<file path="src/rtl/cq_fifo_if.sv">
// cq_fifo_if: handshake, status and pointer bundle for cq_fifo.
interface cq_fifo_if #(
  parameter int ENTRIES = 16,
  parameter int DATA_WIDTH = 32
);
  localparam int PTR_WIDTH = $clog2(ENTRIES);
  logic                  enq_valid_i;
  logic                  enq_ready_o;
  logic [DATA_WIDTH-1:0] enq_data_i;
  logic                  deq_valid_o;
  logic                  deq_ready_i;
  logic [DATA_WIDTH-1:0] deq_data_o;
  logic                  full_o;
  logic                  empty_o;
  logic [PTR_WIDTH:0]    count_o;
  logic                  enq_ptr_flag_o;
  logic [PTR_WIDTH-1:0]  enq_ptr_value_o;
  logic                  deq_ptr_flag_o;
  logic [PTR_WIDTH-1:0]  deq_ptr_value_o;
  modport master (
    output enq_valid_i, enq_data_i, deq_ready_i,
    input  enq_ready_o, deq_valid_o, deq_data_o, full_o, empty_o, count_o,
           enq_ptr_flag_o, enq_ptr_value_o, deq_ptr_flag_o, deq_ptr_value_o
  );
  modport slave (
    input  enq_valid_i, enq_data_i, deq_ready_i,
    output enq_ready_o, deq_valid_o, deq_data_o, full_o, empty_o, count_o,
           enq_ptr_flag_o, enq_ptr_value_o, deq_ptr_flag_o, deq_ptr_value_o
  );
endinterface

</file>
<file path="src/rtl/cq_fifo.sv">
// cq_fifo: circular-queue valid/ready FIFO of any depth with flag+value pointers.
// Optional synchronous flush port enabled by defining CQ_FIFO_FLUSH_EN.
module cq_fifo #(
  parameter int ENTRIES = 16,
  parameter int DATA_WIDTH = 32,
  localparam int PTR_WIDTH = $clog2(ENTRIES)
) (
  input logic clk_i,
  input logic rst_ni,
`ifdef CQ_FIFO_FLUSH_EN
  input logic flush_i,
`endif
  cq_fifo_if.slave io
);
  localparam bit POW2 = (ENTRIES == (1 << PTR_WIDTH));
  localparam logic [PTR_WIDTH-1:0] LAST = PTR_WIDTH'(ENTRIES - 1);
  localparam logic [PTR_WIDTH:0] DEPTH = (PTR_WIDTH + 1)'(ENTRIES);
  typedef struct packed {
    logic                 flag;
    logic [PTR_WIDTH-1:0] value;
  } ptr_t;
  ptr_t enq_ptr, deq_ptr;
  logic [DATA_WIDTH-1:0] mem [ENTRIES];
  logic same_flag, same_val, full, empty, flush, enq_fire, deq_fire;
  function automatic ptr_t inc(ptr_t p);
    inc = p;
    if (POW2) inc = ptr_t'(p + 1'b1);
    else if (p.value == LAST) begin
      inc.flag  = ~p.flag;
      inc.value = '0;
    end else inc.value = p.value + 1'b1;
  endfunction
`ifdef CQ_FIFO_FLUSH_EN
  assign flush = flush_i;
`else
  assign flush = 1'b0;
`endif
  assign same_flag = enq_ptr.flag == deq_ptr.flag;
  assign same_val  = enq_ptr.value == deq_ptr.value;
  assign empty     = same_flag && same_val;
  assign full      = !same_flag && same_val;
  assign io.full_o      = full;
  assign io.empty_o     = empty;
  assign io.enq_ready_o = !full && !flush;
  assign io.deq_valid_o = !empty && !flush;
  // Modular add: differing flags mean the writer has wrapped once ahead of the reader.
  assign io.count_o = (same_flag ? '0 : DEPTH) + {1'b0, enq_ptr.value} - {1'b0, deq_ptr.value};
  assign io.deq_data_o      = mem[deq_ptr.value];
  assign io.enq_ptr_flag_o  = enq_ptr.flag;
  assign io.enq_ptr_value_o = enq_ptr.value;
  assign io.deq_ptr_flag_o  = deq_ptr.flag;
  assign io.deq_ptr_value_o = deq_ptr.value;
  assign enq_fire = io.enq_valid_i && io.enq_ready_o;
  assign deq_fire = io.deq_valid_o && io.deq_ready_i;
  always_ff @(posedge clk_i) begin
    if (!rst_ni || flush) begin
      enq_ptr <= '0;
      deq_ptr <= '0;
    end else begin
      if (enq_fire) enq_ptr <= inc(enq_ptr);
      if (deq_fire) deq_ptr <= inc(deq_ptr);
    end
  end
  always_ff @(posedge clk_i) begin
    if (enq_fire) mem[enq_ptr.value] <= io.enq_data_i;
  end
endmodule

</file>
<file path="src/flat_wrapper.sv">
// flat-port wrapper written by rule: the top's interface ports become plain ports
module cq_fifo_flat 
#(
  parameter int ENTRIES = 16,
  parameter int DATA_WIDTH = 32,
  localparam int PTR_WIDTH = $clog2(ENTRIES)
)
  (clk_i, rst_ni, io_enq_valid_i, io_enq_data_i, io_deq_ready_i, io_enq_ready_o, io_deq_valid_o, io_deq_data_o, io_full_o, io_empty_o, io_count_o, io_enq_ptr_flag_o, io_enq_ptr_value_o, io_deq_ptr_flag_o, io_deq_ptr_value_o);
  cq_fifo_if #(.ENTRIES(ENTRIES), .DATA_WIDTH(DATA_WIDTH)) io_i ();
  input logic clk_i;
  input logic rst_ni;
  input wire logic [$bits(io_i.enq_valid_i)-1:0] io_enq_valid_i;
  input wire logic [$bits(io_i.enq_data_i)-1:0] io_enq_data_i;
  input wire logic [$bits(io_i.deq_ready_i)-1:0] io_deq_ready_i;
  output wire logic [$bits(io_i.enq_ready_o)-1:0] io_enq_ready_o;
  output wire logic [$bits(io_i.deq_valid_o)-1:0] io_deq_valid_o;
  output wire logic [$bits(io_i.deq_data_o)-1:0] io_deq_data_o;
  output wire logic [$bits(io_i.full_o)-1:0] io_full_o;
  output wire logic [$bits(io_i.empty_o)-1:0] io_empty_o;
  output wire logic [$bits(io_i.count_o)-1:0] io_count_o;
  output wire logic [$bits(io_i.enq_ptr_flag_o)-1:0] io_enq_ptr_flag_o;
  output wire logic [$bits(io_i.enq_ptr_value_o)-1:0] io_enq_ptr_value_o;
  output wire logic [$bits(io_i.deq_ptr_flag_o)-1:0] io_deq_ptr_flag_o;
  output wire logic [$bits(io_i.deq_ptr_value_o)-1:0] io_deq_ptr_value_o;
  assign io_i.enq_valid_i = io_enq_valid_i;
  assign io_i.enq_data_i = io_enq_data_i;
  assign io_i.deq_ready_i = io_deq_ready_i;
  assign io_enq_ready_o = io_i.enq_ready_o;
  assign io_deq_valid_o = io_i.deq_valid_o;
  assign io_deq_data_o = io_i.deq_data_o;
  assign io_full_o = io_i.full_o;
  assign io_empty_o = io_i.empty_o;
  assign io_count_o = io_i.count_o;
  assign io_enq_ptr_flag_o = io_i.enq_ptr_flag_o;
  assign io_enq_ptr_value_o = io_i.enq_ptr_value_o;
  assign io_deq_ptr_flag_o = io_i.deq_ptr_flag_o;
  assign io_deq_ptr_value_o = io_i.deq_ptr_value_o;
  cq_fifo #(.ENTRIES(ENTRIES), .DATA_WIDTH(DATA_WIDTH)) u_core (.clk_i(clk_i), .rst_ni(rst_ni), .io(io_i));
endmodule
</file>
<file path="config.mk">
export PLATFORM = sky130hd
export DESIGN_NAME = cq_fifo_flat
export DESIGN_NICKNAME = d
export VERILOG_FILES = /design/src/rtl/cq_fifo_if.sv /design/src/rtl/cq_fifo.sv /design/src/flat_wrapper.sv
export SDC_FILE = /design/constraint.sdc
export NUM_CORES = 1
export LEC_CHECK = 0
export CAP_MARGIN = 20
export CORE_UTILIZATION = 45
export CTS_BUF_LIST = sky130_fd_sc_hd__clkbuf_16
export DETAILED_ROUTE_END_ITERATION = 12
export SKIP_LAST_GASP = 1
export SLEW_MARGIN = 20
export SYNTH_ARGS = -nofsm -noshare
export SYNTH_HDL_FRONTEND = slang
export SYNTH_SLANG_ARGS = --single-unit
export TNS_END_PERCENT = 100
</file>
<file path="constraint.sdc">
create_clock -name clk_i -period 4.3 [get_ports clk_i]
set_input_delay 0.645 -clock clk_i [delete_from_list [all_inputs] [get_ports clk_i]]
set_output_delay 0.645 -clock clk_i [all_outputs]
set_load 0.01 [all_outputs]
</file>
Yosys cells after proc, flatten, opt, wreduce, memory -nomap -nowiden
Memory sizes are Yosys's and may differ from the RTL's. A register that Yosys moved wholly into a read port is not among the register bits.
Cells that the tools add are included.
Widths: inputs -> output; s select.
Word-level totals
  register bits after elaboration: 10
  bits in latches: 0
  bits in writable memories: 512
  memory bits (read-only): 0
  bits of input ports: 36
  output and inout port bits: 51
  logic and storage cells: 23
  memories: 1
Cells by class
  $add $sub $neg: 4
  multiply operators: 0
  div/mod/pow operators: 0
  order comparisons: 0
  equality and inequality tests: 2
  shift-type cells: 0
  multiplexer cells: 5
  bitwise logic cells: 0
  reduce and logical (&&, ||, !) cells: 7
Memory list
  u_core.mem: depth 16, bits a word 32, rd ports 1, clocked after Yosys merged registers in 1, wr ports 1, RTL line cq_fifo.sv:23  | logic [DATA_WIDTH-1:0] mem [ENTRIES];
Operators by type and width (count)
  $add 5x1->5 const B: 2
  $mux 4: 2
  $add 5x4->5: 1
  $mux 5: 1
  $sub 5x4->5: 1
  $eq 4x4->1: 1
  $logic_and 1x1->1: 4
  $logic_not 1->1: 3
  $mux 1: 2
  $eq 1x1->1: 1

Logic depth before layout (Yosys ltp)
  depth in word-level cells: 7
  gate-level depth with buffers: 7
  depth with buffers taken out: 7

Worst setup path after synthesis
Ideal clock, no wire load.
  path kind: reg-to-reg
  start: register u_core.enq_ptr (netlist bit u_core.io.enq_ptr_value_o[0])
  end: register u_core.enq_ptr (netlist bit u_core.io.enq_ptr_flag_o)
  setup time: 0.116 ns
  arrival: 4.044 ns
  required time: 4.184 ns
  path slack: 0.139 ns
  stages on the path, launching flop included: 7
  path buffers: 0
  clock period less this slack: 4.161 ns
  cell sequence: dfxtp_1 -> inv_1 -> ha_1 -> and4_1 -> a211oi_1 -> xor2_1 -> and2_1
On the way
  cells in the longest elaborated chain, start to end: 4
  elaborated cells on any way between the ends: 5
  classes of those cells: add/sub (1); eq/ne (1); reduce/logical (3)
Ends and longest elaborated chain
  from (decl): RTL line cq_fifo.sv:22  | ptr_t enq_ptr, deq_ptr;
  from (signal assigned): RTL line cq_fifo.sv:60  | if (enq_fire) enq_ptr <= inc(enq_ptr);
  branches (longest 4 deep; another with $add 5x1->5)
Parallel ways; which one is timed is not known.
A chain may end at the register's enable or synchronous reset.

==> impl_results.md <==
- Status: complete, no violations
- Setup repair after global routing missed its margin: false
- Average wire length per cell after detail routing: 26.7 um
- Post-synthesis register bit count: 526
- Maximum net fanout on the critical path: 24
- Number of DRC violations after detailed routing: 0
- H-tree depth reported by CTS: 2
- Number of pins with negative max-slew slack in the final report: 0
- DR vias/cell: 5.72
- Starting DRC count in detailed routing: 920
- Max-cap viol count: 0
- Final setup violation count: 0
- Layout Nets: 1064
- Count of vias placed by the detailed router: 9405
- Port Buffers: 86
- Wire length of the first global-routing pass: 65200 um
- Clock insertion delay at the later pin of the skew report: 0.59 ns
- Via count of the first global-routing pass: 9948
- Total clock buffers created by CTS: 53
- Total clock sinks: 526
- Cells on worst reg2reg path: 6
- Placer congestion estimate: 0.704
- IR Drop Worst-Case VDD: 0.320 mV
- Clock Skews: 0.0196 ns
- Die height: 213 um
- Post-Route Utilization: 0.540
- Row cnt: 76
- Most area-hungry cell type in the Yosys netlist: sky130_fd_sc_hd__edfxtp_1
- Aggregate global-route resource usage: 0.203
- Number of antenna violations at the first check in global routing: 1
- Max Clk Rate: 262 MHz
- Relative slew slack: 0.358
- Data arrival time of the worst path: 3.17 ns
- Share of Yosys cell area claimed by the top area cell type: 0.769
- Number of top-level design ports: 87
- Die extent in x: 213 um
- Syn avg cell area: 22.5 sq um
- Maximum number of pins on one net before global-route repair: 43
- Number of library cell types mapped by synthesis: 35
- Startpoint of the most critical register-to-register path: u_core.io.enq_ptr_value_o[2]$_SDFFE_PN0P_
- Area of the die: 0.0453 sq mm
- Worst Hold Launch: u_core.io.deq_ptr_value_o[3]$_SDFFE_PN0P_
- Worst Setup End Kind: output port
- Initial core utilization: 0.460
- Relative contribution of sequential cells to total power: 0.502
- Final worst-path cycle share: 0.887
- Tmin final: 3.81 ns
- Number of enable flip-flop cells after synthesis: 512
- Endpoints failing hold: 0
- Sw power: 2600 uW
- Placement Cell Area: 0.0218 sq mm
- Cell types with the largest area share after synthesis: sky130_fd_sc_hd__edfxtp_1 (77%), sky130_fd_sc_hd__mux4_2 (14%), sky130_fd_sc_hd__a22oi_1 (2.4%)
- Post-CTS resize count: 0
- Required time at the worst-slack endpoint: 3.65 ns
- Part of the total power dissipated in the clock network: 0.374
- HPWL after DPL: 22100 um
- Power density relative to cell area: 491 mW/mm^2
- Area of all placed cells without fillers: 0.0235 sq mm
- Hold Path Sink: u_core.io.deq_ptr_value_o[3]$_SDFFE_PN0P_
- Min-Delay Path Class: register to register
- Cell depth of the worst hold path: 2
- Sw Share: 0.225
- Ys flop type: sky130_fd_sc_hd__edfxtp_1
- RR Endpoint: u_core.mem[6][15]$_DFFE_PP_
- Share of flip-flops with an asynchronous set or reset after synthesis: 0
- Length of the first detailed-routing pass in iterations: 5
- Transition at the pin with the smallest max-transition slack: 0.961 ns
- Comb pwr share: 0.125
- Setup bufs post-CTS: 0
- Layout cell share with drive strength beyond 1: 0.242
- WL final: 43800 um
- Mapped Nets: 936
- Area overhead of the layout relative to synthesis: 17.4%
- Clock-pin transition on the worst setup and hold timing paths: 0.06 ns
- Library cell used as clock root buffer: sky130_fd_sc_hd__clkbuf_16
- Class of the most critical setup path: register to output port
- Number of synthesis warnings: 0
- Ant diodes: 0
- Number of instances in the synthesized netlist: 890
- Power Internal: 8920 uW
- Total negative slack: 0 ns
- Number of hold-repair buffers added at the cts stage: 0
- Proportion of synthesized chip area in sequential cells: 0.783
- R2R setup slack: 1.18 ns
- P_leak: 0.00730 uW
- Clock tree from TritonCTS: yes
- Launching element type of the critical path: register
- Post-synth design cell area: 0.0200 sq mm
- Hold slack final: 0.597 ns
- Number of antenna-violating nets in the routed design: 0
- Overflow left after global routing: 0
- Buffer levels on the longest clock path: 3
- Core area: 0.0435 sq mm
[cells in the mapped netlist, types with 2 or more instances]
cell / n
sky130_fd_sc_hd__nor3_1: 4
sky130_fd_sc_hd__inv_1: 9
sky130_fd_sc_hd__ha_1: 9
sky130_fd_sc_hd__a22oi_1: 64
sky130_fd_sc_hd__a21boi_1: 2
sky130_fd_sc_hd__clkbuf_1: 27
sky130_fd_sc_hd__edfxtp_1: 512
sky130_fd_sc_hd__nor2b_1: 4
sky130_fd_sc_hd__xor2_1: 3
sky130_fd_sc_hd__nor2_1: 12
sky130_fd_sc_hd__nand2_1: 37
sky130_fd_sc_hd__and2_1: 9
sky130_fd_sc_hd__a21o_1: 3
sky130_fd_sc_hd__nand4_1: 2
sky130_fd_sc_hd__o211ai_1: 2
sky130_fd_sc_hd__buf_1: 2
sky130_fd_sc_hd__buf_2: 8
sky130_fd_sc_hd__xnor2_1: 7
sky130_fd_sc_hd__mux4_2: 128
sky130_fd_sc_hd__dfxtp_1: 14
sky130_fd_sc_hd__a21oi_1: 3
sky130_fd_sc_hd__nand3_1: 6
sky130_fd_sc_hd__buf_4: 9
sky130_fd_sc_hd__nand2b_1: 3
[power groups by stage]
stage	Combinational, uW	Clock, uW	Sequential, uW
after CTS	1470	4390	5780
final	1440	4300	5780
after floorplan	980	0	5820
after global placement	1460	0	5890
after detailed placement	1470	0	5890
after global routing	1550	4560	5790
[worst max-delay path, cell delays in order, from the launching register on]
cell and delay [ns]:
sky130_fd_sc_hd__dfxtp_4 0.70, sky130_fd_sc_hd__buf_4 0.49, sky130_fd_sc_hd__mux4_2 0.56, sky130_fd_sc_hd__a22oi_1 0.21
sky130_fd_sc_hd__nand2_1 0.11, sky130_fd_sc_hd__clkdlybuf4s50_1 0.49
[layout by cell type (no fill, tap or decap), types with 3 or more instances in the layout]
master	count
sky130_fd_sc_hd__clkinv_2	8
sky130_fd_sc_hd__clkbuf_16	53
sky130_fd_sc_hd__clkinv_1	10
sky130_fd_sc_hd__nor3_2	4
sky130_fd_sc_hd__dfxtp_1	12
sky130_fd_sc_hd__a21o_1	3
sky130_fd_sc_hd__nand2b_1	3
sky130_fd_sc_hd__and2_1	8
sky130_fd_sc_hd__ha_1	9
sky130_fd_sc_hd__nand2_1	37
sky130_fd_sc_hd__buf_12	7
sky130_fd_sc_hd__xnor2_1	7
sky130_fd_sc_hd__xor2_1	3
sky130_fd_sc_hd__edfxtp_1	512
sky130_fd_sc_hd__clkdlybuf4s50_1	86
sky130_fd_sc_hd__nor2_4	12
sky130_fd_sc_hd__nand3_1	6
sky130_fd_sc_hd__a22oi_1	64
sky130_fd_sc_hd__a21oi_1	3
sky130_fd_sc_hd__inv_1	24
sky130_fd_sc_hd__bufinv_16	3
sky130_fd_sc_hd__buf_4	26
sky130_fd_sc_hd__mux4_2	128
[worst max-delay path by stage]
stage                                         startpoint                               endpoint  depth (start not counted)
4_1_cts                                         register                      io_deq_data_o[10]                          5
6_report                                        register                      io_deq_data_o[10]                          5
3_5_place_dp                                    register                      io_deq_data_o[10]                          5
5_1_grt                                         register                      io_deq_data_o[11]                          5
2_1_floorplan  u_core.io.enq_ptr_value_o[0]$_SDFFE_PN0P_  u_core.io.enq_ptr_flag_o$_SDFFE_PN0P_                          6
3_3_place_gp                                    register                      io_deq_data_o[10]                          5
[kinds of logic after synthesis]
| logic type | synth area share |
|---|---|
| AO/OA/AOI/OAI | 0.0295 |
| AND/OR/NAND/NOR | 0.0181 |
| buffers and inverters | 0.0125 |
| flip-flops | 0.783 |
| adder cells (fa/ha/maj) | 0.00664 |
| XOR/XNOR | 0.00520 |
| multiplexers | 0.145 |
[through the flow]
stage          setup WS (ns)  total power (uW)  instances
2_1_floorplan          0.139              6810        890
3_5_place_dp            1.02              7360       1548
3_3_place_gp            1.03              7350       1548
4_1_cts                0.385             11600       1644
6_report               0.486             11500       1644
5_1_grt                0.279             11900       1644
[layer usage]
metal	track usage	up-vias	part of all wire
met4	0.0553	2	0.018
met5	0	-	0.00034
met1	0.290	5077	0.44
li1	-	4016	-
met2	0.327	248	0.50
met3	0.0297	62	0.047
[final cells by class]
type,count,area (sq um)
fillers,3325,20000
flip-flops and latches,526,15700
multi-input cells,309,4220
clock buffers,53,1330
repair buffers,119,1200
well taps,585,732
clock inverters,43,299
inverters,9,33.8
[flip-flops by register name (all words and copies together), names as in the netlist, named ones only]
register and flops:
u_core.io.deq_ptr_value_o 4, u_core.io.enq_ptr_value_o 4, u_core.mem 512, u_core.io.enq_ptr_flag_o 1, u_core.io.deq_ptr_flag_o 1
(Power assumes the default switching activity.)
